**config.mk**
```make
export PLATFORM = sky130hd
export DESIGN_NAME = smc_seq_ctrl
export DESIGN_NICKNAME = d
export VERILOG_FILES = /design/src/rtl/smc_seq_ctrl.sv
export SDC_FILE = /design/constraint.sdc
export NUM_CORES = 1
export LEC_CHECK = 0
export CAP_MARGIN = 20
export CORE_AREA = 2 2 198 200
export CTS_CLUSTER_SIZE = 12
export DETAILED_ROUTE_END_ITERATION = 8
export DIE_AREA = 0 0 200 202
export PLACE_DENSITY_LB_ADDON = 0.2
export SLEW_MARGIN = 5
export SYNTH_ARGS = -nofsm -noshare
export SYNTH_HDL_FRONTEND = slang
export SYNTH_SLANG_ARGS = --single-unit
```
**constraint.sdc**
```tcl
create_clock -name clk -period 5.6 [get_ports clk]
set_input_delay 1.12 -clock clk [delete_from_list [all_inputs] [get_ports clk]]
set_output_delay 1.12 -clock clk [all_outputs]
set_load 0.03 [all_outputs]
```
**src/rtl/smc_seq_ctrl.sv**
```systemverilog
// Serial MOSFET calculator front-end: one shared evaluator, insertion-sorted
// result array and a weighted three-entry sum per six-device frame.
module smc_seq_ctrl (
    input  logic       clk,
    input  logic       rst_n,
    input  logic       in_valid,
    input  logic [2:0] W,
    input  logic [2:0] V_GS,
    input  logic [2:0] V_DS,
    input  logic [1:0] mode,
    output logic       out_valid,
    output logic [9:0] out_n,
    output logic       busy
);
    localparam int unsigned N_DEV = 6;
    localparam int unsigned RES_W = 7;
    localparam int unsigned OUT_W = 10;
    localparam int unsigned NUM_W = 9;
    localparam int unsigned CNT_W = 3;

    typedef enum logic [2:0] {
        S_IDLE,
        S_LOAD,
        S_DRAIN,
        S_SUM,
        S_OUT
    } state_t;

    state_t             state_q, state_d;
    logic [CNT_W-1:0]   cnt_q, cnt_d;
    logic [1:0]         mode_q, mode_d;
    logic               ins_vld_q, ins_vld_d;
    logic [RES_W-1:0]   ins_q, ins_d;
    logic [RES_W-1:0]   arr_q [N_DEV];
    logic [RES_W-1:0]   arr_d [N_DEV];
    logic [OUT_W-1:0]   sum_q, sum_d;
    logic               out_valid_q, out_valid_d;
    logic [OUT_W-1:0]   out_n_q, out_n_d;
    logic               busy_q, busy_d;

    logic [2:0]         vov_c;
    logic [3:0]         tri_term_c;
    logic               triode_c;
    logic               is_id_c;
    logic [NUM_W-1:0]   num_c;
    logic [RES_W-1:0]   eval_c;
    logic [RES_W-1:0]   arr_ins_c [N_DEV];
    logic [N_DEV-1:0]   gt_c;
    logic [RES_W-1:0]   n0_c, n1_c, n2_c;
    logic [OUT_W-1:0]   sum_c;

    // Shared evaluator; the first beat of a frame uses the live mode input.
    always_comb begin
        vov_c      = (V_GS != 3'd0) ? V_GS - 3'd1 : 3'd0;
        triode_c   = vov_c > V_DS;
        tri_term_c = 4'({vov_c, 1'b0}) - 4'(V_DS);
        is_id_c    = (state_q == S_IDLE) ? mode[0] : mode_q[0];
        if (is_id_c) begin
            if (triode_c) num_c = NUM_W'(W) * NUM_W'(V_DS) * NUM_W'(tri_term_c);
            else          num_c = NUM_W'(W) * NUM_W'(vov_c) * NUM_W'(vov_c);
        end else begin
            if (triode_c) num_c = NUM_W'(2) * NUM_W'(W) * NUM_W'(V_DS);
            else          num_c = NUM_W'(2) * NUM_W'(W) * NUM_W'(vov_c);
        end
        eval_c = RES_W'(num_c / NUM_W'(3));
    end

    // One insertion step into the descending array.
    always_comb begin
        for (int i = 0; i < N_DEV; i++) begin
            gt_c[i] = ins_q > arr_q[i];
        end
        arr_ins_c[0] = gt_c[0] ? ins_q : arr_q[0];
        for (int i = 1; i < N_DEV; i++) begin
            if (!gt_c[i])        arr_ins_c[i] = arr_q[i];
            else if (gt_c[i-1])  arr_ins_c[i] = arr_q[i-1];
            else                 arr_ins_c[i] = ins_q;
        end
    end

    always_comb begin
        n0_c  = mode_q[1] ? arr_q[0] : arr_q[3];
        n1_c  = mode_q[1] ? arr_q[1] : arr_q[4];
        n2_c  = mode_q[1] ? arr_q[2] : arr_q[5];
        if (mode_q[0]) begin
            sum_c = OUT_W'(3) * OUT_W'(n0_c) + OUT_W'(4) * OUT_W'(n1_c)
                  + OUT_W'(5) * OUT_W'(n2_c);
        end else begin
            sum_c = OUT_W'(n0_c) + OUT_W'(n1_c) + OUT_W'(n2_c);
        end
    end

    always_comb begin
        state_d     = state_q;
        cnt_d       = cnt_q;
        mode_d      = mode_q;
        ins_vld_d   = 1'b0;
        ins_d       = ins_q;
        arr_d       = ins_vld_q ? arr_ins_c : arr_q;
        sum_d       = sum_q;
        out_valid_d = 1'b0;
        out_n_d     = '0;
        busy_d      = out_valid_q ? 1'b0 : busy_q;
        case (state_q)
            S_IDLE: begin
                if (in_valid) begin
                    state_d   = S_LOAD;
                    cnt_d     = CNT_W'(1);
                    mode_d    = mode;
                    ins_vld_d = 1'b1;
                    ins_d     = eval_c;
                    arr_d     = '{default: '0};
                    busy_d    = 1'b1;
                end
            end
            S_LOAD: begin
                if (in_valid) begin
                    cnt_d     = cnt_q + CNT_W'(1);
                    ins_vld_d = 1'b1;
                    ins_d     = eval_c;
                    if (cnt_q == CNT_W'(N_DEV - 1)) state_d = S_DRAIN;
                end
            end
            S_DRAIN: state_d = S_SUM;
            S_SUM: begin
                sum_d   = sum_c;
                state_d = S_OUT;
            end
            S_OUT: begin
                out_valid_d = 1'b1;
                out_n_d     = sum_q;
                state_d     = S_IDLE;
            end
            default: state_d = S_IDLE;
        endcase
    end

    always_ff @(posedge clk or negedge rst_n) begin
        if (!rst_n) begin
            state_q     <= S_IDLE;
            cnt_q       <= '0;
            mode_q      <= '0;
            ins_vld_q   <= 1'b0;
            ins_q       <= '0;
            arr_q       <= '{default: '0};
            sum_q       <= '0;
            out_valid_q <= 1'b0;
            out_n_q     <= '0;
            busy_q      <= 1'b0;
        end else begin
            state_q     <= state_d;
            cnt_q       <= cnt_d;
            mode_q      <= mode_d;
            ins_vld_q   <= ins_vld_d;
            ins_q       <= ins_d;
            arr_q       <= arr_d;
            sum_q       <= sum_d;
            out_valid_q <= out_valid_d;
            out_n_q     <= out_n_d;
            busy_q      <= busy_d;
        end
    end

    assign out_valid = out_valid_q;
    assign out_n     = out_n_q;
    assign busy      = busy_q;

endmodule

```
; Word level (Yosys, flattened, before mapping)
; Index checks and enable logic that the tools add are counted.
[totals]
out_inout_bits = 12
ramBits = 0
n_memories = 0
reg_bits = 80
in_bits = 14
rom_bits = 0
word_cells = 90
latchBits = 0
[classes]
magnitude_cmp = 7
mux = 36
div = 1
bitwise = 0
multipliers = 8
add_sub_neg = 7
shifts = 0
n_reduce_logical = 8
eq_ne = 8
[ops]
columns = op, n
row1 = $mux W42, 3
row2 = $mux W7, 15
row3 = $gt A7 B7 Y1, 6
row4 = $mul A3 B3 Y6, 4
row5 = $mux W10, 2
row6 = $mux W9, 2
row7 = $mux W3, 5
row8 = $pmux W3 S4, 1
row9 = $add A10 B10 Y10, 1
row10 = $add A9 B9 Y10, 1
row11 = $mul A3 B7 Y10 const A, 1
row12 = $add A8 B7 Y9, 1
row13 = $div A9 B2 Y9 const B, 1
row14 = $mul A2 B7 Y9 const A, 1
row15 = $mul A6 B3 Y9, 1
row16 = $mul A6 B4 Y9, 1
row17 = $add A7 B7 Y8, 1
row18 = $mux W1, 7
row19 = $eq A3 B2 Y1 const B, 2
row20 = $eq A3 B3 Y1 const B, 2
row21 = $ne A2 B2 Y1 const B, 3
row22 = $pmux W3 S2, 1
row23 = $reduce_and A3 Y1, 2
row24 = $reduce_and A2 Y1, 2
row25 = other kinds (9), 9

; Logic depth before layout (Yosys ltp)
; Gate-level depths: netlist of run 1.
[depth]
word_depth = 7
depth_mapped = 37
mapped_depth_nobuf = 37

; Least setup slack after synthesis of run 1
; OpenSTA, ideal clock, no wires.
[synth_path]
path_type = input to register
start = input W[0]
end = register ins_q[0]
path_buffers = 1
required_ns = 5.462
setup_time_ns = 0.138
path_stages = 34
t_arrival_ns = 8.684
setup_slack_ns = -3.222
cell_sequence = clkbuf_1 nand2_1 fa_1 inv_1 ha_1 fa_1 and2_1 fa_1 inv_1 fa_1 inv_1 ha_1 a211oi_1 o21bai_1 a21oi_1 xnor2_1 or3_1 and3_1 ha_1 nor3_2 o211ai_4 nand2_1 nor4_1 or3_1 ha_1 nand3_1 nand2_1 or3_4 a21oi_1 ha_1 nor3b_1 o21ai_0 a221oi_2 a22oi_1
[synth_via]
elab_chain_cells = 5
word_cells_on_any_way = 10
classes_between = mul: 6 / div: 1 / mux: 3
[synth_rtl]
columns = element, line_no
row1 = "start, declared", 7  ; input logic [2:0] W,
row2 = "$mul A3 B3 Y6, on equally long branches", -
row3 = $mul A6 B3 Y9 or $mul A6 B4 Y9 (tied branches), "60, 59"
row4 = $mux W9, 59  ; if (triode_c) num_c = NUM_W'(W) * NUM_W'(V_DS) * NUM_W'(tri_term_c);
row5 = $mux W9 (*), 58  ; if (is_id_c) begin
row6 = $div A9 B2 Y9 (*), 65  ; eval_c = RES_W'(num_c / NUM_W'(3));
row7 = "end signal, assigned", 155  ; ins_q <= ins_d;
row8 = "end, declared", 33  ; logic [RES_W-1:0] ins_q, ins_d;
; Mark *: on every way between the ends. The rest lies on a longest branch, timed or not.
; A chain may end at the register's enable or synchronous reset.

; Worst setup path after layout of run 1
[layout_path]
start = input V_GS[0]
end = register ins_q[0]
[layout_via]
elab_chain_cells = 7
word_cells_on_any_way = 13
classes_between = add/sub: 2 / mul: 4 / div: 1 / order compare: 1 / mux: 4 / reduce/logical: 1
[layout_rtl]
columns = element, line_no
row1 = "start, declared", 8  ; input logic [2:0] V_GS,
row2 = $sub A3 B1 Y3 or $reduce_bool A3 Y1 (tied branches), 54  ; vov_c = (V_GS != 3'd0) ? V_GS - 3'd1 : 3'd0;
row3 = $mux W3 (*), 54
row4 = $mul A3 B3 Y6 or $sub A4 B3 Y4 (tied branches), "60, 63, 56"
row5 = $mul A6 B3 Y9 or $mul A6 B4 Y9 (tied branches), "60, 59"
row6 = $mux W9, 59
row7 = $mux W9 (*), 58
row8 = $div A9 B2 Y9 (*), 65
; Marked as above.

==> results.ini, run 1 <==
[worst_setup_path]
worstSetupEndpointType=register
path_max_fanout=6
rr_worst_depth=22
crit_path_start=V_GS[0]
r2r_end=ins_q[0]$_DFFE_PN0P_
timing.reg2reg.setup_slack_ps=580
path_class=in2reg
cp_slowest_stage_delay_ps=630
start_kind=input pin
critical_path_required_ps=5800
r2r_start=state_q[0]$_DFFE_PN0P_
cp_slowest_cell=fa_2
crit_path_end=ins_q[0]$_DFFE_PN0P_
crit_arrival_ps=8120

[synthesis]
synth_xor_xnor_area_share_pct=2.77
synth_flop_cell=dfrtp_1
synth_fp_nets=1276
ys_async_sr_fraction_pct=100
synth_top_family_by_area=adder cells
synth-adder-area-share_pct=23.3
synth_compound_area_share_pct=19.2
synthCells=1112
synthTopCellsByArea=dfrtp_1, ha_1, fa_1, inv_1, mux2i_1
ys_warn_count=0
synthMostInstantiatedCell=inv_1
synth.avg_cell_area_um2=8.49
synth-edff-count=0
synthSimpleGateAreaFrac_pct=18.1
synth.distinct_cells=88
synthMuxAreaShare_pct=7.33
ys_seq_elements=80
synth_top_cell_by_area=dfrtp_1
netlist_top_cells_count=inv_1, ha_1, nor2_1
synth_top_area_share_pct=21.2
synth_area_um2=9440
yosysSeqAreaShare_pct=21.2

[routing]
final_antenna_net_count=0
avgRoutedWirePerCell_um=14.8
vias=8485
firstDrtPassIters=5
drt_first_iter_violations=293
route.met3.wl_um=495
routed_wl_um=27200
drt-met1-wl_um=12000
viasPerCell=4.62
dr_wl_met2_um=14100
drc_errors=0
dr.max_layer_used=met4

[job]
cap_violations=0

[grt]
grt_util_all_layers_pct=13.8
grt_max_degree=68
grt-ovfl-total=0
grt_pass1_vias=8611
antenna_found_initial=0
grt_pass1_wl_um=44400

[min_path]
hold_path_depth=1
hp-start=out_valid$_DFF_PN0_
hold_path.class=reg2reg

[finish]
area_growth_pct=33.8
drive_gt1_share_pct=27.1
nets=1478
antenna_cells=0

[sta]
final-max-slew-violation-count=0
max_freq_ghz=0.126
rsz0062_at_grt=yes
hold_slack_ps=450
fin_crit_sh_pct=141
hold_viol=0
setup_viol=7
final.setup.tns_ps=-9320
fin_crit_ps=7920
maxSlewHeadroom_pct=35.0
skew_ps=11.0
worstMarginPinSlew_ps=974
postLayoutSetupSlackWorst_ps=-2320

[placement]
io_buffers=25
post-dp-hpwl_um=21500
gp_congestion=0.846

[cts]
cts_tree=done
cts-root-buf=clkbuf_16
cts.htree.levels=3
cts_buffers=9
clock_path_buffers=2
cts.sink_count=80
clkSlewWorstSetupHoldPaths_ps=60
clock_latency_ps=350

[floorplanning]
io_pins=26
initial_utilization_pct=24.7
core_area_um2=38300
die_h_um=202
die_w_um=200
fp.dieArea_um2=40400
num_rows=72

[outcome]
status=complete, but fails checks
violations=negative setup slack

==> routing by layer <==
metal / track usage (%) / vias to the layer above
met4: 4.58 / 0
li1: - / 4260
met2: 25.0 / 83
met1: 17.0 / 4111
met5: 0 / -
met3: 1.20 / 31
==> worst max-delay path: cells and delay by family <==
kind / cells / cell delay [ps]
buffers and inverters: 4 / 440
AOI/OAI and AO/OA: 10 / 2060
and+or+nand+nor: 10 / 1830
muxes: 1 / 130
adders and majority gates: 8 / 2530
==> cell type report <==
class                           count  area, um2
Clock inverter                      6        108
Clock buffer                       10        229
Inverter                          145        544
Timing Repair Buffer              236       1890
Multi-Input combinational cell    842       7210
Sequential cell                    80       2000
Fill cell                        4018      25700
Tap cell                          518        648
==> sequential cells by signal, summed over array words and instances (netlist names) <==
| name | cells |
|---|---|
| mode_q | 2 |
| ins_q | 7 |
| arr_q | 42 |
| sum_q | 10 |
| busy | 1 |
| state_q | 3 |
| out_valid | 1 |
| cnt_q | 3 |
| out_n | 10 |
| ins_vld_q | 1 |
==> metrics by stage <==
stage	instances	cell area (um2)	util, %	setup slack, ps
finish	1837	12600	33.0	-2320
detailed placement	1788	11700	30.7	-3270
CTS	1827	12400	32.5	-2280
global route	1837	12600	33.0	-2670
global placement	1788	11700	30.7	-3130
floorplan	1112	9750	-	-2560
==> cell usage in the layout, fill, tap and decap left out, types with 9 or more instances in the layout <==
cell,n
buf_4,198
nor2b_1,18
a21oi_1,41
clkbuf_16,9
a21o_1,13
o21ai_0,52
nand3_1,18
nand2b_1,12
mux2_2,11
dfrtp_1,80
fa_1,40
nand2_1,79
ha_1,95
nor3_1,9
mux2i_1,49
a211oi_1,38
clkdlybuf4s50_1,15
nor2_1,85
xor2_1,9
and2_1,35
xnor2_1,14
buf_6,15
nand4_1,13
o21a_1,21
inv_1,138
==> kinds of logic after synthesis <==
group	Yosys count
muxes	64
AOI/OAI and AO/OA	260
DFF	80
adders and majority gates	150
and+or+nand+nor	339
buffers and inverters	190
xor gates and xnor gates	29
==> timing repair <==
| item | 4_1_cts | 5_1_grt |
|---|---|---|
| setup endpoints to repair | 7 | 7 |
| cloned | 0 | 0 |
| pin swaps | 55 | 55 |
| setup buffers | 23 | 14 |
| resized for setup | 74 | 34 |
| hold buffers | 0 | 0 |
==> how the worst min path moves through the flow <==
stage                                end  slack (ps)
floorplan           sum_q[9]$_DFFE_PN0P_         430
global route        sum_q[3]$_DFFE_PN0P_         500
global placement          busy$_DFF_PN0_         450
CTS                       busy$_DFF_PN0_         450
finish                    busy$_DFF_PN0_         450
detailed placement        busy$_DFF_PN0_         440
Power of run 1 is left out: the tool's default activity adds up to more than one toggle a clock period on the data nets, which glitch-free logic cannot reach.
==> run 2: changes to the inputs <==
--- a/config.mk
+++ b/config.mk
@@ -5,11 +5,12 @@
 export SDC_FILE = /design/constraint.sdc
 export NUM_CORES = 1
 export LEC_CHECK = 0
+export ABC_AREA = 1
 export CAP_MARGIN = 20
-export CORE_AREA = 2 2 198 200
+export CORE_AREA = 2 2 191 193
 export CTS_CLUSTER_SIZE = 12
 export DETAILED_ROUTE_END_ITERATION = 8
-export DIE_AREA = 0 0 200 202
+export DIE_AREA = 0 0 193 195
 export PLACE_DENSITY_LB_ADDON = 0.2
 export SLEW_MARGIN = 5
 export SYNTH_ARGS = -nofsm -noshare
==> constraint.sdc (replaced) <==
create_clock -name clk -period 7.7 [get_ports clk]
set_input_delay 1.54 -clock clk [delete_from_list [all_inputs] [get_ports clk]]
set_output_delay 1.54 -clock clk [all_outputs]
set_load 0.03 [all_outputs]
==> results.ini, run 2 <==
[outcome]
status=finished, final reports clean

[cts]
cts_buffers=9
clock_path_buffers=2
cts_hold_buf=0
cts.sink_count=80
clock_latency_ps=350
cts.htree.levels=3
clkSlewWorstSetupHoldPaths_ps=60
cts_tree=done
cts-root-buf=clkbuf_16

[min_path]
hold_path.class=reg2reg
hp-start=out_valid$_DFF_PN0_
hold_end=busy$_DFF_PN0_
hold_path_depth=1

[finish]
finalInstanceArea_um2=11500
largest-register=arr_q
final_cell_mix=inv_1, nand2_1, buf_4
post-route-util_pct=32.5
nets=1550
final_common_cell=inv_1
antenna_cells=0
area_growth_pct=30.4
largest_reg_flops=42
drive_gt1_share_pct=22.6

[sta]
max_freq_ghz=0.130
fin_crit_ps=7670
final-max-slew-violation-count=0
skew_ps=6.76
setup_viol=0
fin_crit_sh_pct=99.6
maxSlewHeadroom_pct=32.3
hold_viol=0
rsz0062_at_grt=yes
worstMarginPinSlew_ps=1010
final.setup.tns_ps=0

[placement]
io_buffers=25
gp_congestion=0.781
post-dp-hpwl_um=19300
dpl_cell_area_um2=10500

[routing]
firstDrtPassIters=4
vias=8106
routed_wl_um=24100
drc_errors=0
avgRoutedWirePerCell_um=13.0
viasPerCell=4.38
final_antenna_net_count=0
drt_first_iter_violations=284

[synthesis]
ys_async_sr_fraction_pct=100
netlist_top_cells_count=inv_1, nand2_1, nor2_1
synthMostInstantiatedCell=inv_1
synth.avg_cell_area_um2=7.14
synthSimpleGateAreaFrac_pct=23.8
synthCells=1236
synth_area_um2=8830
synth.distinct_cells=51
synth-edff-count=0
ys_warn_count=0
synth_xor_xnor_area_share_pct=1.69
synth_top_family_by_area=adder cells
synthMuxAreaShare_pct=0.156
synth_compound_area_share_pct=13.9
synth-adder-area-share_pct=24.9
synthTopCellsByArea=dfrtp_1, ha_1, inv_1, fa_1, nand2_1
synth_flop_cell=dfrtp_1
synth_top_area_share_pct=22.7
yosysSeqAreaShare_pct=22.7
ys_seq_elements=80
synth_top_cell_by_area=dfrtp_1
synth_fp_nets=1400

[worst_setup_path]
path_max_fanout=5
start_kind=input pin
timing.reg2reg.setup_slack_ps=2810
path_buf_inv=13
crit_path_frequent_cell=nand2_2
crit_family=adder cells
cp_slowest_stage_delay_ps=570
cp_slowest_cell=fa_2
r2r_end=sum_q[9]$_DFFE_PN0P_
r2r_start=mode_q[1]$_DFFE_PN0P_
worstSetupEndpointType=register
critical_path_required_ps=7960
rr_worst_depth=24
crit_arrival_ps=7930
path_class=in2reg

[grt]
grt_util_all_layers_pct=13.3
antenna_found_initial=0
grt-ovfl-total=0
grt_pass1_vias=8240
grt_pass1_wl_um=40500
grt_max_degree=53

[floorplanning]
die_w_um=193
fp.dieArea_um2=37600
initial_utilization_pct=24.9
die_h_um=195
core_area_um2=35400
io_pins=26
num_rows=69

[job]
cap_violations=0

## run 2: cells by family (layout without fill, tap and decap cells)
group	after synthesis	in the layout
AOI/OAI and AO/OA	211	211
buffers and inverters	298	451
adders and majority gates	150	150
muxes	1	1
xor gates and xnor gates	17	17
DFF	80	80
and+or+nand+nor	479	479
## run 2: worst max path at each step
stage,to,start,slack [ps],cells after the start
floorplan,ins_q[0]$_DFFE_PN0P_,V_DS[0],-140,48
global placement,ins_q[0]$_DFFE_PN0P_,W[0],-1040,51
detailed placement,ins_q[0]$_DFFE_PN0P_,V_GS[0],-1130,49
CTS,ins_q[0]$_DFFE_PN0P_,V_DS[1],2,50
global route,ins_q[0]$_DFFE_PN0P_,V_GS[2],-380,54
finish,ins_q[1]$_DFFE_PN0P_,V_DS[1],30,46
## run 2: metrics by stage
step           setup slack, ps  std cells  hold slack, ps
3_5_place_dp             -1130       1806             441
5_1_grt                   -381       1850             473
2_1_floorplan             -141       1236             434
6_report                  32.5       1850             449
3_3_place_gp             -1040       1806             435
4_1_cts                   2.33       1848             452
## run 2: layout make-up
| class | instances | area (um2) |
|---|---|---|
| sequential | 80 | 2000 |
| tap | 461 | 577 |
| timing repair buffer | 164 | 1330 |
| clock buffer | 11 | 253 |
| clock inverter | 3 | 42.5 |
| inverter | 273 | 1030 |
| fill | 3855 | 23900 |
| multi-input combinational | 858 | 6280 |
## run 2: what timing repair did
action / 4_1_cts / 5_1_grt
pin swaps: 94 / 59
setup buffers: 28 / 1
endpoints found under the setup margin: 3 / 3
gates resized for setup: 137 / 35
endpoints found under the hold margin: 0 / 0
## run 2: layer usage
layer / GRT usage (%) / wire length (um) / up-vias
li1: - / - / 4234
met1: 16.9 / 11300 / 3779
met2: 23.7 / 12000 / 69
met3: 1.37 / 379 / 24
met4: 4.15 / 463 / 0
met5: 0 / 0 / -
Power of run 2 is left out for the same reason.
